## src/rtl/crc8_framer_tx.sv

```systemverilog
// CRC-8 transmit framer: forwards payload bytes and appends the frame CRC beat.
// Optional frames_sent counter/port enabled by defining CRC8_FRAMER_STATS_EN.
module crc8_framer_tx #(
    parameter logic [7:0] POLY    = 8'h07,
    parameter logic [7:0] INIT    = 8'h00,
    parameter int         MAX_LEN = 255
) (
    input  logic        clk,
    input  logic        rst,
    input  logic        s_valid,
    input  logic [7:0]  s_data,
    input  logic        s_last,
    output logic        s_ready,
    output logic        m_valid,
    output logic [7:0]  m_data,
    output logic        m_last,
    input  logic        m_ready,
    output logic        err_len
`ifdef CRC8_FRAMER_STATS_EN
    ,
    output logic [15:0] frames_sent
`endif
);

    typedef enum logic [1:0] {
        IDLE = 2'd0,
        DATA = 2'd1,
        CRC  = 2'd2
    } state_t;

    localparam logic [7:0] LEN_LAST = 8'(MAX_LEN - 1);

    state_t      state_q, state_d;
    logic [7:0]  crc_q, crc_d;
    logic [7:0]  len_q, len_d;
    logic        m_valid_q, m_valid_d;
    logic [7:0]  m_data_q, m_data_d;
    logic        m_last_q, m_last_d;
    logic        err_len_q, err_len_d;

    logic slot_free;
    logic accept;
    logic force_end;
    logic load_crc;

    // Data bits enter LSB-first; register shifts MSB-first, no reflection.
    function automatic logic [7:0] crc_upd(input logic [7:0] c,
                                           input logic [7:0] d);
        logic [7:0] r;
        logic       fb;
        r = c;
        for (int i = 0; i < 8; i++) begin
            fb = r[7] ^ d[i];
            r  = {r[6:0], 1'b0} ^ (fb ? POLY : 8'h00);
        end
        return r;
    endfunction

    assign slot_free = !m_valid_q || m_ready;
    assign accept    = s_valid && s_ready;
    assign force_end = accept && !s_last && (len_q == LEN_LAST);

    always_ff @(posedge clk) begin
        if (rst) begin
            state_q <= IDLE;
        end else begin
            state_q <= state_d;
        end
    end

    always_comb begin
        state_d = state_q;
        unique case (state_q)
            IDLE, DATA: begin
                if (accept) begin
                    state_d = (s_last || force_end) ? CRC : DATA;
                end
            end
            CRC: begin
                if (slot_free) begin
                    state_d = IDLE;
                end
            end
            default: state_d = IDLE;
        endcase
    end

    always_comb begin
        s_ready  = slot_free && (state_q != CRC);
        load_crc = slot_free && (state_q == CRC);
    end

    always_comb begin
        m_valid_d = m_valid_q;
        m_data_d  = m_data_q;
        m_last_d  = m_last_q;
        crc_d     = crc_q;
        len_d     = len_q;
        err_len_d = force_end;
        if (accept) begin
            m_valid_d = 1'b1;
            m_data_d  = s_data;
            m_last_d  = 1'b0;
            crc_d     = crc_upd(crc_q, s_data);
            len_d     = len_q + 8'd1;
        end else if (load_crc) begin
            m_valid_d = 1'b1;
            m_data_d  = crc_q;
            m_last_d  = 1'b1;
            crc_d     = INIT;
            len_d     = 8'd0;
        end else if (m_ready) begin
            m_valid_d = 1'b0;
        end
    end

    always_ff @(posedge clk) begin
        if (rst) begin
            m_valid_q <= 1'b0;
            m_data_q  <= 8'h00;
            m_last_q  <= 1'b0;
            crc_q     <= INIT;
            len_q     <= 8'd0;
            err_len_q <= 1'b0;
        end else begin
            m_valid_q <= m_valid_d;
            m_data_q  <= m_data_d;
            m_last_q  <= m_last_d;
            crc_q     <= crc_d;
            len_q     <= len_d;
            err_len_q <= err_len_d;
        end
    end

    assign m_valid = m_valid_q;
    assign m_data  = m_data_q;
    assign m_last  = m_last_q;
    assign err_len = err_len_q;

`ifdef CRC8_FRAMER_STATS_EN
    logic [15:0] frames_q, frames_d;

    always_comb begin
        frames_d = frames_q;
        if (load_crc) begin
            frames_d = frames_q + 16'd1;
        end
    end

    always_ff @(posedge clk) begin
        if (rst) begin
            frames_q <= 16'h0000;
        end else begin
            frames_q <= frames_d;
        end
    end

    assign frames_sent = frames_q;
`endif

endmodule

```

## config.mk

```make
export PLATFORM = sky130hd
export DESIGN_NAME = crc8_framer_tx
export DESIGN_NICKNAME = d
export VERILOG_FILES = /design/src/rtl/crc8_framer_tx.sv
export SDC_FILE = /design/constraint.sdc
export NUM_CORES = 1
export LEC_CHECK = 0
export ABC_CLOCK_PERIOD_IN_PS = 1690
export BUFFER_PORTS_ARGS = -buffer_cell sky130_fd_sc_hd__buf_2
export CAP_MARGIN = 10
export CORE_MARGIN = 2
export CORE_UTILIZATION = 49
export DETAILED_ROUTE_END_ITERATION = 12
export GPL_ROUTABILITY_DRIVEN = 0
export PLACE_DENSITY = 0.82
export SLEW_MARGIN = 20
export SYNTH_ARGS = -nofsm -noshare
export SYNTH_HDL_FRONTEND = slang
export SYNTH_SLANG_ARGS = --single-unit
```

## constraint.sdc

```tcl
create_clock -name clk -period 1.69 [get_ports clk]
set_clock_uncertainty 0.2 [all_clocks]
set_input_delay 0.338 -clock clk [delete_from_list [all_inputs] [get_ports clk]]
set_output_delay 0.338 -clock clk [all_outputs]
set_load 0.05 [all_outputs]
```

======== Word level (Yosys, flattened, before mapping) ========
Cells that the tools add are included.
storage, ports and cells
  memories kept ........................... 0
  output and inout port bits .............. 12
  bits in latches ......................... 0
  bits in writable memories ............... 0
  memory bits (read-only) ................. 0
  word-level logic and storage cells ...... 65
  bits in registers ....................... 29
  input bits .............................. 13
operators by class
  $mul .................................... 0
  eq/ne operators ......................... 6
  bitwise gates (word level) .............. 16
  reductions and logical operators ........ 15
  muxes and demuxes ....................... 20
  shift operators ......................... 0
  add/subtract/negate cells ............... 1
  magnitude comparators ................... 0
  divide/modulo/power cells ............... 0
operators by type and width
  cell                 count
  $xor 8x3->8          8
  $mux 8               5
  $mux 3               8
  $add 8x1->8 const B  1
  $eq 8x8->1 const B   1
  $xor 1x1->1          8
  $mux 2               3
  $ne 2x2->1 const B   3
  $logic_and 1x1->1    5
  $pmux 2 s2           1
  $reduce_or 2->1      2
  $mux 1               3
  $reduce_bool 3->1    1
  $eq 2x1->1 const B   1
  $eq 2x2->1 const B   1
  $logic_not 1->1      2
  $logic_not 2->1      1
  $logic_or 1x1->1     2
  $reduce_and 2->1     1
  $reduce_bool 2->1    1

======== Logic depth before layout (Yosys ltp) ========
  depth in word-level cells ............... 25
  depth in mapped cells ................... 7

======== Least setup slack after synthesis ========
No wires, ideal clock.
  kind .................................... flip-flop to flip-flop
  start point ............................. reg m_valid_q, in the netlist m_valid
  end point ............................... reg m_data_q[6], in the netlist m_data[6]
  clock period less this slack ............ 1.983 ns
  stages on the path, launching flop included .. 7
  arrival time ............................ 1.655 ns
  setup time .............................. 0.128 ns
  data required time ...................... 1.362 ns
  path slack .............................. -0.293 ns
  path buffers ............................ 2
  path through ............................ dfxtp_1 -> nor2b_1 -> nor3_1 -> buf_2 -> buf_2 -> a222oi_1 -> nor2_1
between the ends
  cells in the longest elaborated chain, start to end .. 5
ends and longest elaborated chain
  element                                             RTL line  RTL
  start: declaration                                  36        logic m_valid_q, m_valid_d;
  start signal: assignment                            126       m_valid_q <= m_valid_d;
  $logic_not 1->1 (*)                                 59        assign slot_free = !m_valid_q || m_ready;
  $logic_or 1x1->1 (*)                                59
  $logic_and 1x1->1                                   89        s_ready = slot_free && (state_q != CRC);
  $logic_and 1x1->1                                   60        assign accept = s_valid && s_ready;
  $mux 8 / $reduce_bool 2->1 (equally long branches)  --
  end signal: assignment                              127       m_data_q <= m_data_d;
  end: declaration                                    37        logic [7:0] m_data_q, m_data_d;
Mark *: on every way between the ends. The rest lies on a longest branch, timed or not.
A chain may end at the register's enable or synchronous reset.

======== Worst setup path in the final report ========
  start point ............................. reg state_q[0]
  end point ............................... out s_ready
between the ends
  cells in the longest elaborated chain, start to end .. 2
ends and longest elaborated chain
  element                   RTL line  RTL
  start: declaration        33        state_t state_q, state_d;
  start signal: assignment  67        state_q <= state_d;
  $ne 2x2->1                89
  $logic_and 1x1->1         89
  end: declaration          13        output logic s_ready,
No other way between the ends.

==> metrics.cfg <==
[global_routing]
grt_pass1_wl_um=5961
grt.overflow.total=0
use_met1_pct=26.40
grt_use_met2_pct=39.81
use_met3_pct=7.033
grt_start_max_net_pins=24
antenna_found_initial=0
track_usage_pct=23.35
grt_pass1_vias=1376
grt-busiest-layer=met2

[worst_setup_path]
cp.arrival_ns=1.18
worstPathMaxFanout=5
slowest_delay_ns=0.33
required_ns=1.15
critical_path.top_delay_family=simple AND/OR/NAND/NOR gates
critPathBufInv=1
reg2reg_slack_ns=0.01
slowest_stage=dfxtp_2
start_kind=flop
path_class=reg -> out
end_kind=primary output
crit_chain=and2b_4 > nor2_4 > buf_6

[power]
p_int_mw=1.573
p_sw_mw=0.8835
p_sw_share_pct=35.96
seqPwrFrac_pct=36.0
leakagePower_nw=0.8148
power.share.combinational_pct=46.4
peakVddDrop_mv=1.111
power.density_nw_per_um2=1252
power.share.clock_pct=17.6

[placed_design]
place_area_um2=1759
post-place-ws_ns=-0.1339
port_buffers=24
place_hpwl_um=2588

[layout]
area_growth_pct=35.64
final_area_um2=1962
n_antenna_cell=0
layout-drive-gt1-share_pct=38.54
seq_area_um2=591.8
nFillCells=238
nets=220
multi_input_area_um2=947.2

[timing]
fmax_mhz=581.7
worst_slew_pin_slew_ns=0.4713
finalWorstSetupSlack_ns=-0.02911
rsz0062_at_grt=yes
fin_crit_sh_pct=101.7
period_needed_ns=1.719
hold_violations=0
slew_violations=0
slew_headroom_pct=68.55
finalSetupViolations=1

[synthesis]
postSynthAreaPerCell_um2=9.097
synth_fp_nets=174
synth_top_area_cell=dfxtp_1
synth_top_area_share_pct=40.14
synth-seq-cells=29
netlist_area_um2=1446
synth_cell_types=34
synthArstFlopShare_pct=0
yosysMostFrequentCell=dfxtp_1
synth_warnings=0
synth_cells=159
yosysSeqAreaShare_pct=40.14
yosys-top-cells-area=dfxtp_1 (40%), xnor2_1 (8.5%), nor2_1 (6.2%), a222oi_1 (5.5%), a21oi_1 (3.5%)
synth-main-ff-cell=dfxtp_1
synthTopCellsByCount=dfxtp_1 (29), nor2_1 (24), xnor2_1 (14)
synth-edff-count=0

[flow_run]
max-cap-violations=0

[routing]
drc=0
routed_wl_um=3799
wire_per_inst_um=16.10
drt_iter0_drc=88
vias_per_cell=5.847
vias=1380
drtAntennaViolNets=0
firstDrtPassIters=4

[clocking]
ctsHtreeMaxLevel=2
root_buffer=clkbuf_4
path_clk_slew_ns=0.09
clock_latency_ns=0.33
cts_buffers=5
cts_tree=done
numClockSinks=29
clockBufferDepth=2

[die]
die_height_um=58.33
die_area_um2=3402
die_width_um=58.33
core.rowCount=19
io_pins=25
core-area_um2=2781
start_util_pct=52.00

[status]
status=finished, violations left
failed_checks=setup timing

[hold_path]
holdCritPathClass=in -> reg

## layout make-up
| class | instances | share of cell area (%) |
|---|---|---|
| Inverter | 2 | 0.3827 |
| Sequential cell | 29 | 30.17 |
| Tap cell | 31 | 1.977 |
| Timing Repair Buffer | 47 | 16.39 |
| Clock buffer | 7 | 2.806 |
| Multi-Input combinational cell | 120 | 48.28 |
## path summary, 6_finish.rpt
path / start / end / cells past startpoint
setup / recovery: state_q[0] / s_ready / 3
hold / removal: s_data[5] / m_data[5] / 3
setup reg to reg: len_q[2] / len_q[7] / 5
hold reg to reg: state_q[1] / state_q[0] / 1
## registers in the layout, summed over array words and instances (netlist names)
register  count
err_len       1
state_q       2
crc_q         8
m_data        8
m_valid       1
len_q         8
m_last        1
## tightest hold or removal path, cell delays in order
cell      delay, ns
buf_2          0.11
a222oi_1       0.06
nor2_1         0.08
## stage by stage
stage | TNS (ns) | cells | util (%) | total power [mW] | hold slack (ns)
after floorplan | -0.1052 | 159 | - | 1.532 | 0.2147
after global placement | -0.09955 | 226 | 63.25 | 1.840 | 0.2553
after detailed placement | -0.5578 | 226 | 63.25 | 1.893 | 0.2751
after CTS | -0.02672 | 234 | 67.75 | 2.379 | 0.07119
after global routing | -0.4459 | 236 | 70.54 | 2.601 | 0.08624
final | -0.02911 | 236 | 70.54 | 2.457 | 0.08794
## placed cells by master, fill, tap and decap left out, types with 2 or more instances in the layout
cell,netlist,routed
nand3_1,7,7
buf_2,2,23
xnor2_1,14,9
a21oi_1,10,9
clkbuf_4,0,5
nor2_1,24,22
xnor2_2,3,8
mux2_1,2,2
xor2_2,0,2
dfxtp_1,29,24
or3_1,2,2
o21ai_1,3,2
nand4b_1,4,4
nand4_1,3,3
nand2_1,6,6
buf_6,0,3
or4_1,4,4
dfxtp_4,0,2
ha_1,2,2
nand2b_1,2,2
buf_4,0,19
a222oi_1,8,8
nand3b_1,6,6
a22oi_1,4,4
dfxtp_2,0,3
## per-layer routing
metal,part of all wire (%),routed length (µm),vias to the layer above
met3,5.6,211,12
met1,40,1504,657
met2,52,1990,44
li1,-,-,667
met4,2.4,93,0
met5,0,0,-
## cell families (layout without fill, tap and decap cells)
| logic type | count (synthesis) | in the layout | synth area share [%] |
|---|---|---|---|
| adders and majority gates | 2 | 2 | 1.730 |
| buffers and inverters | 10 | 56 | 2.768 |
| DFF | 29 | 29 | 40.14 |
| xor gates and xnor gates | 21 | 21 | 14.27 |
| AOI/OAI and AO/OA | 27 | 27 | 13.32 |
| muxes | 3 | 3 | 2.249 |
| and+or+nand+nor | 67 | 67 | 25.52 |
## power by group through the flow
| stage | Combinational (mW) | Sequential (mW) | Clock, mW |
|---|---|---|---|
| final | 1.14 | 0.884 | 0.433 |
| after global placement | 0.976 | 0.864 | 0 |
| after detailed placement | 1.03 | 0.866 | 0 |
| after global routing | 1.23 | 0.897 | 0.475 |
| after floorplan | 0.608 | 0.925 | 0 |
| after CTS | 1.07 | 0.866 | 0.447 |
## timing repair
| action | CTS | global route |
|---|---|---|
| setup buffers | 0 | 2 |
| endpoints found under the setup margin | 17 | 13 |
| hold buffers | 1 | 0 |
| resized for setup | 13 | 14 |
| hold endpoints to repair | 1 | 0 |
| pin swaps | 1 | 8 |
Note: power is estimated with default switching activity, not from simulation.
